$ cat config.mk
export PLATFORM = sky130hd
export DESIGN_NAME = march_bist_ctrl
export DESIGN_NICKNAME = d
export VERILOG_FILES = /design/src/rtl/march_bist_pkg.sv /design/src/rtl/march_algo_rom.sv /design/src/rtl/march_bist_ctrl.sv
export SDC_FILE = /design/constraint.sdc
export NUM_CORES = 1
export LEC_CHECK = 0
export ABC_CLOCK_PERIOD_IN_PS = 4400
export CAP_MARGIN = 25
export CORE_MARGIN = 4
export CORE_UTILIZATION = 45
export CTS_BUF_LIST = sky130_fd_sc_hd__clkbuf_4
export CTS_CLUSTER_SIZE = 28
export DETAILED_ROUTE_END_ITERATION = 16
export GPL_ROUTABILITY_DRIVEN = 1
export MAX_ROUTING_LAYER = met4
export PLACE_DENSITY = 0.66
export SETUP_SLACK_MARGIN = 0.2
export SLEW_MARGIN = 20
export SYNTH_ARGS = -nofsm -noshare
export SYNTH_HDL_FRONTEND = slang
export SYNTH_HIERARCHICAL = 1
export SYNTH_SLANG_ARGS = --single-unit
$ cat constraint.sdc
create_clock -name clk -period 4.4 [get_ports clk]
set_input_delay 0.66 -clock clk [delete_from_list [all_inputs] [get_ports clk]]
set_output_delay 0.66 -clock clk [all_outputs]
set_load 0.02 [all_outputs]
$ cat src/rtl/march_bist_pkg.sv
// Shared encodings for the March BIST engine: modes, ops, sweep direction and
// per-algorithm element counts.
package march_bist_pkg;

  localparam int MAX_ELEMS = 6;
  localparam int MAX_OPS   = 4;
  localparam int ELEM_W    = $clog2(MAX_ELEMS);
  localparam int OPIDX_W   = $clog2(MAX_OPS);

  typedef enum logic [1:0] {
    MODE_MATS     = 2'd0,
    MODE_MARCH_C  = 2'd1,
    MODE_MARCH_LR = 2'd2,
    MODE_RSVD     = 2'd3
  } mode_e;

  typedef enum logic [1:0] {
    OP_W0 = 2'd0,
    OP_W1 = 2'd1,
    OP_R0 = 2'd2,
    OP_R1 = 2'd3
  } op_e;

  // Ascending-or-don't-care elements sweep up
  typedef enum logic {
    DIR_UP   = 1'b0,
    DIR_DOWN = 1'b1
  } dir_e;

  function automatic logic [ELEM_W-1:0] elem_count(input logic [1:0] mode);
    case (mode)
      MODE_MATS:     elem_count = 3'd3;
      MODE_MARCH_C:  elem_count = 3'd6;
      MODE_MARCH_LR: elem_count = 3'd6;
      default:       elem_count = 3'd1;
    endcase
  endfunction

  function automatic logic op_is_write(input op_e op);
    op_is_write = (op == OP_W0) || (op == OP_W1);
  endfunction

endpackage

$ cat src/rtl/march_algo_rom.sv
// Combinational algorithm table: (mode, element, op index) -> op, sweep
// direction and end-of-element / end-of-algorithm flags.
module march_algo_rom
  import march_bist_pkg::*;
(
  input  logic [1:0]         mode,
  input  logic [ELEM_W-1:0]  elem,
  input  logic [OPIDX_W-1:0] op_idx,
  output op_e                op,
  output dir_e               dir,
  output logic               last_op,
  output logic               last_elem
);

  op_e                op0_s, op1_s, op2_s, op3_s;
  logic [OPIDX_W-1:0] last_idx_s;

  // Element table; unlisted elements fall back to a single w0
  always_comb begin
    op0_s      = OP_W0;
    op1_s      = OP_W0;
    op2_s      = OP_W0;
    op3_s      = OP_W0;
    last_idx_s = 2'd0;
    dir        = DIR_UP;
    case (mode)
      MODE_MATS: begin
        case (elem)
          3'd1: begin op0_s = OP_R0; op1_s = OP_W1; last_idx_s = 2'd1; end
          3'd2: begin dir = DIR_DOWN; op0_s = OP_R1; op1_s = OP_W0; last_idx_s = 2'd1; end
          default: begin op0_s = OP_W0; end
        endcase
      end
      MODE_MARCH_C: begin
        case (elem)
          3'd1: begin op0_s = OP_R0; op1_s = OP_W1; last_idx_s = 2'd1; end
          3'd2: begin op0_s = OP_R1; op1_s = OP_W0; last_idx_s = 2'd1; end
          3'd3: begin dir = DIR_DOWN; op0_s = OP_R0; op1_s = OP_W1; last_idx_s = 2'd1; end
          3'd4: begin dir = DIR_DOWN; op0_s = OP_R1; op1_s = OP_W0; last_idx_s = 2'd1; end
          3'd5: begin op0_s = OP_R0; end
          default: begin op0_s = OP_W0; end
        endcase
      end
      MODE_MARCH_LR: begin
        case (elem)
          3'd1: begin dir = DIR_DOWN; op0_s = OP_R0; op1_s = OP_W1; last_idx_s = 2'd1; end
          3'd2: begin
            op0_s = OP_R1; op1_s = OP_W0; op2_s = OP_R0; op3_s = OP_W1; last_idx_s = 2'd3;
          end
          3'd3: begin op0_s = OP_R1; op1_s = OP_W0; last_idx_s = 2'd1; end
          3'd4: begin
            op0_s = OP_R0; op1_s = OP_W1; op2_s = OP_R1; op3_s = OP_W0; last_idx_s = 2'd3;
          end
          3'd5: begin op0_s = OP_R0; end
          default: begin op0_s = OP_W0; end
        endcase
      end
      default: begin op0_s = OP_W0; end
    endcase
  end

  // Select the op slot and derive the boundary flags
  always_comb begin
    case (op_idx)
      2'd0:    op = op0_s;
      2'd1:    op = op1_s;
      2'd2:    op = op2_s;
      2'd3:    op = op3_s;
      default: op = op0_s;
    endcase
    last_op   = (op_idx == last_idx_s);
    last_elem = (elem == (elem_count(mode) - 3'd1));
  end

endmodule

$ cat src/rtl/march_bist_ctrl.sv
// March BIST controller (MATS+, March C-, March LR) for one single-port SRAM.
// Optional failure diagnostics are compiled in with `define MBIST_DIAG_EN.
module march_bist_ctrl
  import march_bist_pkg::*;
#(
  parameter  int DATA_W = 4,
  parameter  int DEPTH  = 256,
  parameter  int RD_LAT = 1,
  localparam int ADDR_W = (DEPTH > 1) ? $clog2(DEPTH) : 1
) (
  input  logic              clk,
  input  logic              rst,
  input  logic              start,
  input  logic [1:0]        mode,
  output logic [ADDR_W-1:0] mem_addr,
  output logic [DATA_W-1:0] mem_wdata,
  output logic              mem_we,
  output logic              mem_re,
  input  logic [DATA_W-1:0] mem_rdata,
  output logic              busy,
  output logic              done,
  output logic              fail
`ifdef MBIST_DIAG_EN
  ,
  output logic [ADDR_W-1:0] fail_addr,
  output logic [2:0]        fail_elem,
  output logic [DATA_W-1:0] fail_syn,
  output logic [7:0]        fail_cnt
`endif
);

  localparam logic [ADDR_W-1:0] LAST_ADDR = ADDR_W'(DEPTH - 1);

  typedef enum logic [1:0] {ST_IDLE, ST_RUN, ST_FIN} state_e;

  state_e             state_r;
  logic [1:0]         mode_r;
  logic [ELEM_W-1:0]  elem_r;
  logic [OPIDX_W-1:0] op_idx_r;
  logic [ADDR_W-1:0]  addr_r;
  logic [2:0]         lat_r;
  op_e                cur_op_r;
  dir_e               cur_dir_r;
  logic               cur_last_op_r, cur_last_elem_r;
  logic               we_r, re_r, busy_r, done_r, fail_r;
  logic [DATA_W-1:0]  wdata_r;

  logic [1:0]         rom_mode_s;
  logic [ELEM_W-1:0]  nxt_elem_s;
  logic [OPIDX_W-1:0] nxt_op_idx_s;
  logic [ADDR_W-1:0]  nxt_addr_s, sweep_end_s;
  logic               new_elem_s, step_addr_s, seq_end_s;
  op_e                rom_op_s;
  dir_e               rom_dir_s;
  logic               rom_last_op_s, rom_last_elem_s;
  logic               accept_s, op_done_s, load_s, miss_s;
  logic [DATA_W-1:0]  exp_s, syn_s;

  // The ROM is always addressed with the op that will be issued next
  march_algo_rom u_rom (
    .mode      (rom_mode_s),
    .elem      (nxt_elem_s),
    .op_idx    (nxt_op_idx_s),
    .op        (rom_op_s),
    .dir       (rom_dir_s),
    .last_op   (rom_last_op_s),
    .last_elem (rom_last_elem_s)
  );

  assign rom_mode_s  = (state_r == ST_IDLE) ? mode : mode_r;
  assign accept_s    = (state_r == ST_IDLE) && start && (mode != MODE_RSVD);
  assign op_done_s   = (state_r == ST_RUN) && (op_is_write(cur_op_r) || (lat_r == 3'(RD_LAT)));
  assign load_s      = accept_s || (op_done_s && !seq_end_s);
  assign sweep_end_s = (cur_dir_r == DIR_DOWN) ? {ADDR_W{1'b0}} : LAST_ADDR;
  assign exp_s       = (cur_op_r == OP_R1) ? {DATA_W{1'b1}} : {DATA_W{1'b0}};
  assign syn_s       = mem_rdata ^ exp_s;
  assign miss_s      = (state_r == ST_RUN) && !op_is_write(cur_op_r) &&
                       (lat_r == 3'(RD_LAT)) && (syn_s != {DATA_W{1'b0}});

  // Next op position: next op on this address, next address, or next element
  always_comb begin
    nxt_elem_s   = elem_r;
    nxt_op_idx_s = op_idx_r;
    new_elem_s   = 1'b0;
    step_addr_s  = 1'b0;
    seq_end_s    = 1'b0;
    if (state_r == ST_IDLE) begin
      nxt_elem_s   = {ELEM_W{1'b0}};
      nxt_op_idx_s = {OPIDX_W{1'b0}};
      new_elem_s   = 1'b1;
    end else if (!cur_last_op_r) begin
      nxt_op_idx_s = op_idx_r + 2'd1;
    end else if (addr_r != sweep_end_s) begin
      nxt_op_idx_s = {OPIDX_W{1'b0}};
      step_addr_s  = 1'b1;
    end else if (!cur_last_elem_r) begin
      nxt_elem_s   = elem_r + 3'd1;
      nxt_op_idx_s = {OPIDX_W{1'b0}};
      new_elem_s   = 1'b1;
    end else begin
      seq_end_s    = 1'b1;
    end
  end

  // Address for the next op; a new element reloads from its own direction
  always_comb begin
    if (new_elem_s) begin
      nxt_addr_s = (rom_dir_s == DIR_DOWN) ? LAST_ADDR : {ADDR_W{1'b0}};
    end else if (step_addr_s) begin
      nxt_addr_s = (cur_dir_r == DIR_DOWN) ? (addr_r - ADDR_W'(1)) : (addr_r + ADDR_W'(1));
    end else begin
      nxt_addr_s = addr_r;
    end
  end

`ifdef MBIST_DIAG_EN
  logic [ADDR_W-1:0] fail_addr_r;
  logic [2:0]        fail_elem_r;
  logic [DATA_W-1:0] fail_syn_r;
  logic [7:0]        fail_cnt_r;

  // First-mismatch capture and saturating mismatch count
  always_ff @(posedge clk) begin
    if (rst || accept_s) begin
      fail_addr_r <= {ADDR_W{1'b0}};
      fail_elem_r <= 3'd0;
      fail_syn_r  <= {DATA_W{1'b0}};
      fail_cnt_r  <= 8'd0;
    end else if (miss_s) begin
      if (!fail_r) begin
        fail_addr_r <= addr_r;
        fail_elem_r <= elem_r;
        fail_syn_r  <= syn_s;
      end
      if (fail_cnt_r != 8'hFF) begin
        fail_cnt_r <= fail_cnt_r + 8'd1;
      end
    end
  end

  assign fail_addr = fail_addr_r;
  assign fail_elem = fail_elem_r;
  assign fail_syn  = fail_syn_r;
  assign fail_cnt  = fail_cnt_r;
`endif

  // FSM, op sequencing, memory strobes and result flags
  always_ff @(posedge clk) begin
    if (rst) begin
      state_r         <= ST_IDLE;
      mode_r          <= 2'd0;
      elem_r          <= {ELEM_W{1'b0}};
      op_idx_r        <= {OPIDX_W{1'b0}};
      addr_r          <= {ADDR_W{1'b0}};
      lat_r           <= 3'd0;
      cur_op_r        <= OP_W0;
      cur_dir_r       <= DIR_UP;
      cur_last_op_r   <= 1'b0;
      cur_last_elem_r <= 1'b0;
      we_r            <= 1'b0;
      re_r            <= 1'b0;
      wdata_r         <= {DATA_W{1'b0}};
      busy_r          <= 1'b0;
      done_r          <= 1'b0;
      fail_r          <= 1'b0;
    end else begin
      we_r <= 1'b0;
      re_r <= 1'b0;
      if (load_s) begin
        elem_r          <= nxt_elem_s;
        op_idx_r        <= nxt_op_idx_s;
        addr_r          <= nxt_addr_s;
        lat_r           <= 3'd0;
        cur_op_r        <= rom_op_s;
        cur_dir_r       <= rom_dir_s;
        cur_last_op_r   <= rom_last_op_s;
        cur_last_elem_r <= rom_last_elem_s;
        we_r            <= op_is_write(rom_op_s);
        re_r            <= !op_is_write(rom_op_s);
        wdata_r         <= (rom_op_s == OP_W1) ? {DATA_W{1'b1}} : {DATA_W{1'b0}};
      end else if (state_r == ST_RUN) begin
        lat_r <= lat_r + 3'd1;
      end
      case (state_r)
        ST_IDLE: begin
          if (accept_s) begin
            state_r <= ST_RUN;
            mode_r  <= mode;
            busy_r  <= 1'b1;
            done_r  <= 1'b0;
            fail_r  <= 1'b0;
          end
        end
        ST_RUN: begin
          if (op_done_s && seq_end_s) begin
            state_r <= ST_FIN;
          end
        end
        ST_FIN: begin
          state_r <= ST_IDLE;
          busy_r  <= 1'b0;
          done_r  <= 1'b1;
        end
        default: begin
          state_r <= ST_IDLE;
          busy_r  <= 1'b0;
        end
      endcase
      if (miss_s) begin
        fail_r <= 1'b1;
      end
    end
  end

  assign mem_addr  = addr_r;
  assign mem_wdata = wdata_r;
  assign mem_we    = we_r;
  assign mem_re    = re_r;
  assign busy      = busy_r;
  assign done      = done_r;
  assign fail      = fail_r;

endmodule
==> flow_metrics.tcl <==
set metrics [dict create \
    r2r-start "cur_dir_r" \
    status "completed" \
    worst_slew_pin_slew_ps 557.6 \
    antenna_cells 0 \
    fmax_mhz 279.0 \
    syn-mean-instance-area_um2 7.999 \
    yosysWarningCount 6 \
    drive_gt1_frac 0.1007 \
    timing.slew.headroom 0.6283 \
    first_global_vias 1927 \
    vias 2007 \
    ys_ff_latch 31 \
    die_area_um2 6071 \
    crit_path_end_kind "register" \
    finalSetupViolCount 0 \
    placedInstanceArea_um2 2484 \
    die_h_um 77.92 \
    area_growth_pct 15.64 \
    reg2reg_to "mem_addr[7]" \
    cts_tree "built" \
    totalNegativeSetupSlack_ps 0 \
    clock_latency_ps 340 \
    r2r_slack_ps 820 \
    cp_top_family "compound AO/OA/AOI/OAI gates" \
    p_leak_nw 0.9202 \
    io_pins 26 \
    syn_area_um2 2200 \
    nNetsFinal 321 \
    fp-row-count 25 \
    synth_edf_count 0 \
    crit_path_cell_trace "ha_1 -> nand4_1 -> a2111oi_4 -> xnor2_1 -> nor2_2 -> nand2_1 -> a311oi_1 -> a41oi_1 -> nor2_1 -> inv_1 -> o21ai_1 -> mux2i_1 -> a311oi_1" \
    fin_crit_sh 0.8145 \
    cp_data_required_time_ps 4670 \
    place.gp.congestion 0.9015 \
    grt_overflow 0 \
    maxCapViolCount 0 \
    ant_nets 0 \
    core_area_um2 4723 \
    synth_seq_area_share 0.2821 \
    slowest_stage "a2111oi_4" \
    hp-start "mode_r[0]" \
    routed_wl_um 4864 \
    synth_top_cells_by_count "a21oi_1 (37), dfxtp_1 (31), nand2_1 (29), nor2_1 (24), ha_1 (14)" \
    synth-main-ff-cell "dfxtp_1" \
    cts_buffers 5 \
    first_pass_iters 4 \
    drt_iter0_markers 63 \
    synth.most_common_cell "a21oi_1" \
    criticalPathCategory "register to register" \
    grt_max_degree 31 \
    post-route-drc-count 0 \
    seq_area_um2 620.6 \
    synth.top_cell.area_share 0.2821 \
    hpwlAfterDp_um 3512 \
    initial_utilization 0.4657 \
    max_stage_delay_ps 640 \
    whs_endpoint "mode_r[0]" \
    portBuffers 25 \
    crit_path_max_fanout 12 \
    antenna_found_initial 0 \
    crit_start "cur_dir_r" \
    irDropWorstVdd_mv 0.1509 \
    postLayoutCellArea_um2 2544 \
    layout_min_cycle_time_ps 3584 \
    p_per_area_nw_per_um2 257.3 \
    grt_pass1_wl_um 8625 \
    critPathArrivalTime_ps 3850 \
    die_w_um 77.92 \
    synth_fp_nets 299 \
    clk_pin_slew_ps 110 \
    synthCells 275 \
    crit_top_cell "a311oi_1" \
    drt-wirelength-per-cell_um 13.33 \
    synth_largest_area_cell "dfxtp_1" \
    async_flop_share 0 \
    slew_viol_final 0 \
    cts.sinks 31 \
    cts-htree-levels 2 \
    via_per_inst 5.499 \
    clockBufferDepth 2 \
    path_buf_inv 1 \
    rsz0062_at_grt "no" \
    final-hold-violation-count 0 \
    fill_cells 467 \
    yosysUniqueCellTypes 55 \
    hold_path.class "register to register" \
    startpoint_type "register" \
    skew_ps 16.20 \
    final_util 0.5385 \
    cts-root-buf "clkbuf_4" \
    ys_top_cells_by_area "dfxtp_1 (28%), a21oi_1 (8.4%), ha_1 (8.0%)" \
    multi_input_area_um2 1464 \
    holdPathStages 2 \
    grt_use_total 0.1787 \
    reg2reg_depth 13 \
]
==> sequential cells by signal, indices dropped and copies added, names as in the netlist, 2 cells and up <==
| register | flops |
|---|---|
| mode_r | 2 |
| elem_r | 3 |
| lat_r | 3 |
| mem_addr | 8 |
| op_idx_r | 2 |
| state_r | 2 |
| cur_op_r | 2 |
==> layout by cell type (no fill, tap or decap), types with 5 or more instances in the layout <==
cell type / instances
nand3_1: 8
o21ai_0: 10
xor2_1: 5
xnor2_1: 9
inv_1: 8
a211oi_1: 5
nand3b_1: 6
a21oi_1: 37
nor3_1: 6
dfxtp_1: 31
ha_1: 14
nor3_2: 5
nor2_1: 23
nand2_1: 29
nand2b_1: 9
clkbuf_4: 7
clkdlybuf4s50_1: 25
buf_4: 5
==> per-stage QoR <==
step | setup slack (ps) | hold WS, ps | power [mW] | cells
global route | 380.7 | 485.8 | 0.6986 | 365
CTS | 669.0 | 465.1 | 0.6635 | 365
floorplan | 1199 | 433.8 | 0.4363 | 275
global placement | 838.7 | 442.4 | 0.4846 | 357
detailed placement | 710.8 | 451.2 | 0.4866 | 357
finish | 816.0 | 459.9 | 0.6546 | 365
==> final cells by class <==
cell class              count  area share
flip-flops and latches     31      0.2440
repair buffers             30      0.1131
well taps                  67     0.03296
multi-input cells         221      0.5755
clock buffers               7     0.02066
clock inverters             1    0.001968
inverters                   8     0.01181
==> timing repair <==
item	4_1_cts	5_1_grt
endpoints found under the setup margin	0	1
setup buffers	0	0
resized for setup	0	1
hold buffers	0	0
==> worst max-delay path by stage <==
stage	end	slack (ps)	depth (start not counted)
2_1_floorplan	mem_addr[7]	1200	14
3_3_place_gp	mem_addr[7]	840	13
3_5_place_dp	mem_addr[7]	710	13
4_1_cts	mem_addr[7]	670	13
5_1_grt	mem_addr[7]	380	13
6_report	mem_addr[7]	820	13
==> report_power, final <==
group	switching, mW	internal [mW]
Clock	0.100	0.0745
Combinational	0.0981	0.0706
Sequential	0.0161	0.295
Total	0.214	0.440
==> worst reg2reg max path, stage by stage (launching register included) <==
cell	delay, ps
dfxtp_1	450
ha_1	440
nand4_1	270
a2111oi_4	640
xnor2_1	160
nor2_2	320
nand2_1	140
a311oi_1	300
a41oi_1	70
nor2_1	140
inv_1	100
o21ai_1	140
mux2i_1	120
a311oi_1	230
==> metal layers <==
metal  track usage  part of all wire  vias up
li1              -                 -     1030
met1        0.2099              0.47      939
met2        0.2988              0.48       32
met3       0.03712             0.033        6
met4       0.06993             0.016        0
met5             -                 0        -
==> kinds of logic after synthesis <==
| group | after synthesis | synth area share |
|---|---|---|
| DFF | 31 | 0.2821 |
| muxes | 4 | 0.01934 |
| buffers and inverters | 23 | 0.05347 |
| and+or+nand+nor | 110 | 0.2708 |
| AOI/OAI and AO/OA | 78 | 0.2298 |
| adders and majority gates | 15 | 0.08874 |
| xor gates and xnor gates | 14 | 0.05575 |
No activity file was read; power rests on OpenSTA's default activity.
==> variant 1: new RTL, same flow settings <==
Put one more register stage on the output `mem_addr`, with the module's reset. The value now appears one clock later. The other outputs are not delayed to match.
--- a/src/rtl/march_bist_ctrl.sv
+++ b/src/rtl/march_bist_ctrl.sv
@@ -212,7 +212,13 @@
     end
   end
 
-  assign mem_addr  = addr_r;
+  always_ff @(posedge clk) begin
+    if (rst) begin
+      mem_addr <= '0;
+    end else begin
+      mem_addr <= addr_r;
+    end
+  end
   assign mem_wdata = wdata_r;
   assign mem_we    = we_r;
   assign mem_re    = re_r;
Behaviour: not the same (a bounded check fails within 4 cycles, from zero or initial values and one cycle with rst high).
==> variant 1 against the original RTL <==
  * Sequential cell count grew 8
  * Total power grew 21%
  * Via count grew 0.75%
  * Final area grew 7.5%
  * Worst setup slack lost 0.16 ns
  * Worst hold slack gained 0.0045 ns
  * Area after synthesis grew 8.9%
  * Wire length grew 1.7%
  * Critical path depth shrank 2
  * Largest power group unchanged
==> variant 1: results (changes against the original RTL) <==
stage;metric;value;unit;change
status;outcome;completed;;unchanged
finish;multi_input_gates;218;;was 221
finish;clock_area_frac;0.0297;;was 0.0226
finish;multi_input_area;1460;um^2;about the same
hold_path;holdCritStartpoint;fail$_SDFFE_PP0P_;;was mode_r[0]$_SDFFE_PP0P_
place;hpwl;3.72;mm;was 3.51 mm
cts;clk_pin_slew_worst_paths;0.13;ns;was 0.11 ns
drt;via_count;2022;;was 2,007
finish;drive_gt1_frac;0.0882;;was 0.101
finish;seq_area_frac;0.285;;was 0.244
drt;wire_per_inst;13.2;um;was 13.3 um
finish;layoutNonFillerInstCount;376;;was 365
drt;drtIter0Drc;188;;was 63
timing;clock_skew;0.0156;ns;was 0.0162 ns
synthesis;synth_commonest_cells;39 x dfxtp_1, 32 x nor2_1, 30 x a21oi_1;;was 37 x a21oi_1, 31 x dfxtp_1, 29 x nand2_1
cts;clock-sinks;39;;was 31
synthesis;syn-num-nets;309;;was 299
setup_path;rrSetupSlack;0.66;ns;was 0.82 ns
hold_path;whs_endpoint;fail$_SDFFE_PP0P_;;was mode_r[0]$_SDFFE_PP0P_
finish;nFillCells;504;;was 467
synthesis;ys_seq_area_frac;0.326;;was 0.282
setup_path;r2r-end;mem_wdata[2]$_SDFFE_PP0P_;;was mem_addr[7]$_SDFFE_PP0P_
setup_path;worstRegToRegCells;11;;was 13
power;leakage;1.03;nW;was 0.920 nW
synthesis;synth_cell_type_count;56;;was 55
power;vdd_drop_max;0.153;mV;was 0.151 mV
global_routing;grt_pass1_vias;1809;;was 1,927
place;dp_cells;368;;was 357
setup_path;arrival;4.02;ns;was 3.85 ns
global_routing;grt_start_max_net_pins;25;;was 31
synthesis;synth_area_per_cell;8.40;um^2;was 8.00 um^2
timing;fin_hold_ws;0.464;ns;was 0.460 ns
finish;buf_share;0.105;;was 0.113
finish;nonClockInverterCount;11;;was 8
place;placed_cell_area;2650;um^2;was 2480 um^2
place;place.gp.congestion;0.815;;was 0.902
synthesis;synth_area_leaders;dfxtp_1 33%, ha_1 7.3%, a21oi_1 6.3%, nor2_1 5.0%, xnor2_1 3.7%;;was dfxtp_1 28%, a21oi_1 8.4%, ha_1 8.0%, nand2_1 4.9%, nor2_1 4.1%
synthesis;syn_area;2390;um^2;was 2200 um^2
==> variant 1: where the power goes <==
| group | switching, W | internal (W) |
|---|---|---|
| Combinational | 0.0000949 | 0.0000678 |
| Sequential | 0.0000163 | 0.000372 |
| Clock | 0.000121 | 0.000120 |
| Total | 0.000232 | 0.000560 |
==> variant 1: layer usage <==
layer	global-route usage	share of wire	up-vias
li1	-	-	1043
met1	0.220	0.49	920
met2	0.251	0.43	54
met3	0.0322	0.061	5
met4	0.0507	0.011	0
met5	-	0	-
==> variant 1: worst max path at each step <==
stage               slack [ns]                    from                         to
floorplan                 1.11  cur_dir_r$_SDFFE_PP0P_     addr_r[2]$_SDFFE_PP0P_
global placement          0.86  cur_dir_r$_SDFFE_PP0P_  mem_wdata[2]$_SDFFE_PP0P_
detailed placement        0.77  cur_dir_r$_SDFFE_PP0P_     addr_r[1]$_SDFFE_PP0P_
CTS                       0.67  cur_dir_r$_SDFFE_PP0P_  mem_wdata[2]$_SDFFE_PP0P_
global route              0.22  cur_dir_r$_SDFFE_PP0P_  mem_wdata[2]$_SDFFE_PP0P_
finish                    0.66  cur_dir_r$_SDFFE_PP0P_  mem_wdata[2]$_SDFFE_PP0P_
==> variant 1: worst reg2reg max path, cell delays in order (launching register included) <==
cell       delay, ns
dfxtp_1         0.46
ha_1            0.44
nand4_1         0.31
a2111oi_4       0.62
xnor2_1         0.11
nor2_1          0.47
o21ai_0         0.16
o21ai_0         0.25
a21oi_1         0.12
o41ai_1         0.46
nand3b_1        0.13
a21oi_1         0.15
==> variant 1: kinds of logic after synthesis <==
group                      Yosys count  share of synthesized area
adders and majority gates           15                     0.0815
muxes                                6                     0.0261
AOI/OAI and AO/OA                   72                      0.209
buffers and inverters               28                     0.0658
and+or+nand+nor                    110                      0.237
DFF                                 39                      0.326
xor gates and xnor gates            15                     0.0549
==> variant 2: new RTL, same flow settings <==
Made on the original files. `DATA_W`: 4 -> 6.
--- a/src/rtl/march_bist_ctrl.sv
+++ b/src/rtl/march_bist_ctrl.sv
@@ -3,7 +3,7 @@
 module march_bist_ctrl
   import march_bist_pkg::*;
 #(
-  parameter  int DATA_W = 4,
+  parameter  int DATA_W = 6,
   parameter  int DEPTH  = 256,
   parameter  int RD_LAT = 1,
   localparam int ADDR_W = (DEPTH > 1) ? $clog2(DEPTH) : 1
Ports: changed (resized mem_rdata and mem_wdata); port bits go from 26 to 30. No check against the original RTL was run, so the function may have changed too.
==> variant 2 against the original RTL <==
  * Total power shrank 3.7%
  * Wire length grew 2.9%
  * Fmax shrank 5.7%
  * Final cell count shrank 0.27%
  * Sequential cell count is the same
  * Sequential share of layout area shrank 0.63 points
  * Area after synthesis grew 1.9%
  * Via count shrank 1.0%
  * Worst setup slack lost 0.22 ns
  * Combinational power shrank 6%
  * Final area grew 2.7%
  * Clock power shrank 8%
  * Core utilization grew 0.71 points
==> variant 2: results (changes against the original RTL) <==
stage;metric;value;unit;change
timing;fin_hold_ws;0.475;ns;was 0.460 ns
setup_path;rrSetupSlack;0.60;ns;was 0.82 ns
finish;fin_util;0.546;;was 0.539
drt;wl_met2;2.30;mm;was 2.35 mm
power;vdd_drop_max;0.152;mV;was 0.151 mV
global_routing;grt_pass1_wl;8.66;mm;was 8.63 mm
power;internal_power;0.000420;W;was 0.000440 W
hold_path;holdCritStartpoint;busy$_SDFFE_PP0P_;;was mode_r[0]$_SDFFE_PP0P_
global_routing;met1_usage;0.219;;was 0.210
finish;nFillCells;477;;was 467
synthesis;syn-num-nets;298;;was 299
synthesis;synth_compound_area_frac;0.259;;was 0.230
drt;drt-met1-wl;2.46;mm;was 2.28 mm
global_routing;grt_use_total;0.178;;was 0.179
place;hpwl;3.59;mm;was 3.51 mm
finish;nets;322;;was 321
synthesis;synth_area_leaders;dfxtp_1 28%, ha_1 7.8%, a21oi_1 6.3%, nand2_1 4.4%, o21ai_0 3.8%;;was dfxtp_1 28%, a21oi_1 8.4%, ha_1 8.0%, nand2_1 4.9%, nor2_1 4.1%
synthesis;ys_seq_area_frac;0.277;;was 0.282
status;outcome;completed;;unchanged
global_routing;grt_pass1_vias;1902;;was 1,927
setup_path;endpoint;mem_addr[0]$_SDFFE_PP0P_;;was mem_addr[7]$_SDFFE_PP0P_
power;clockPowerShare;0.256;;was 0.267
place;placed_cell_area;2560;um^2;was 2480 um^2
setup_path;worstRegToRegCells;12;;was 13
global_routing;grt_start_max_net_pins;26;;was 31
synthesis;synth_fa_ha_area_frac;0.0871;;was 0.0887
drt;drtIter0Drc;131;;was 63
## variant 2: kinds of logic (layout without fill, tap and decap cells)
| family | after synthesis | after routing |
|---|---|---|
| AO/OA/AOI/OAI | 79 | 79 |
| XOR/XNOR | 12 | 12 |
| adder cells (fa/ha/maj) | 15 | 15 |
| buffers and inverters | 29 | 54 |
| flip-flops | 31 | 31 |
| multiplexers | 5 | 5 |
| AND/OR/NAND/NOR | 101 | 101 |
## variant 2: layout make-up
cell class | count | area share
clock buffers | 5 | 0.0144
flip-flops and latches | 31 | 0.238
inverters | 11 | 0.0158
repair buffers | 35 | 0.128
multi-input cells | 212 | 0.566
clock inverters | 3 | 0.00575
well taps | 67 | 0.0321
## variant 2: worst min-delay path, stage by stage, from the launching register on
cell and delay [ns]:
dfxtp_1 0.32, nand2b_1 0.06, a21oi_1 0.05
## variant 2: through the flow
stage	instances	setup slack, ns
floorplan	272	1.15
global placement	356	0.788
detailed placement	356	0.636
CTS	364	0.639
global route	364	0.215
finish	364	0.600
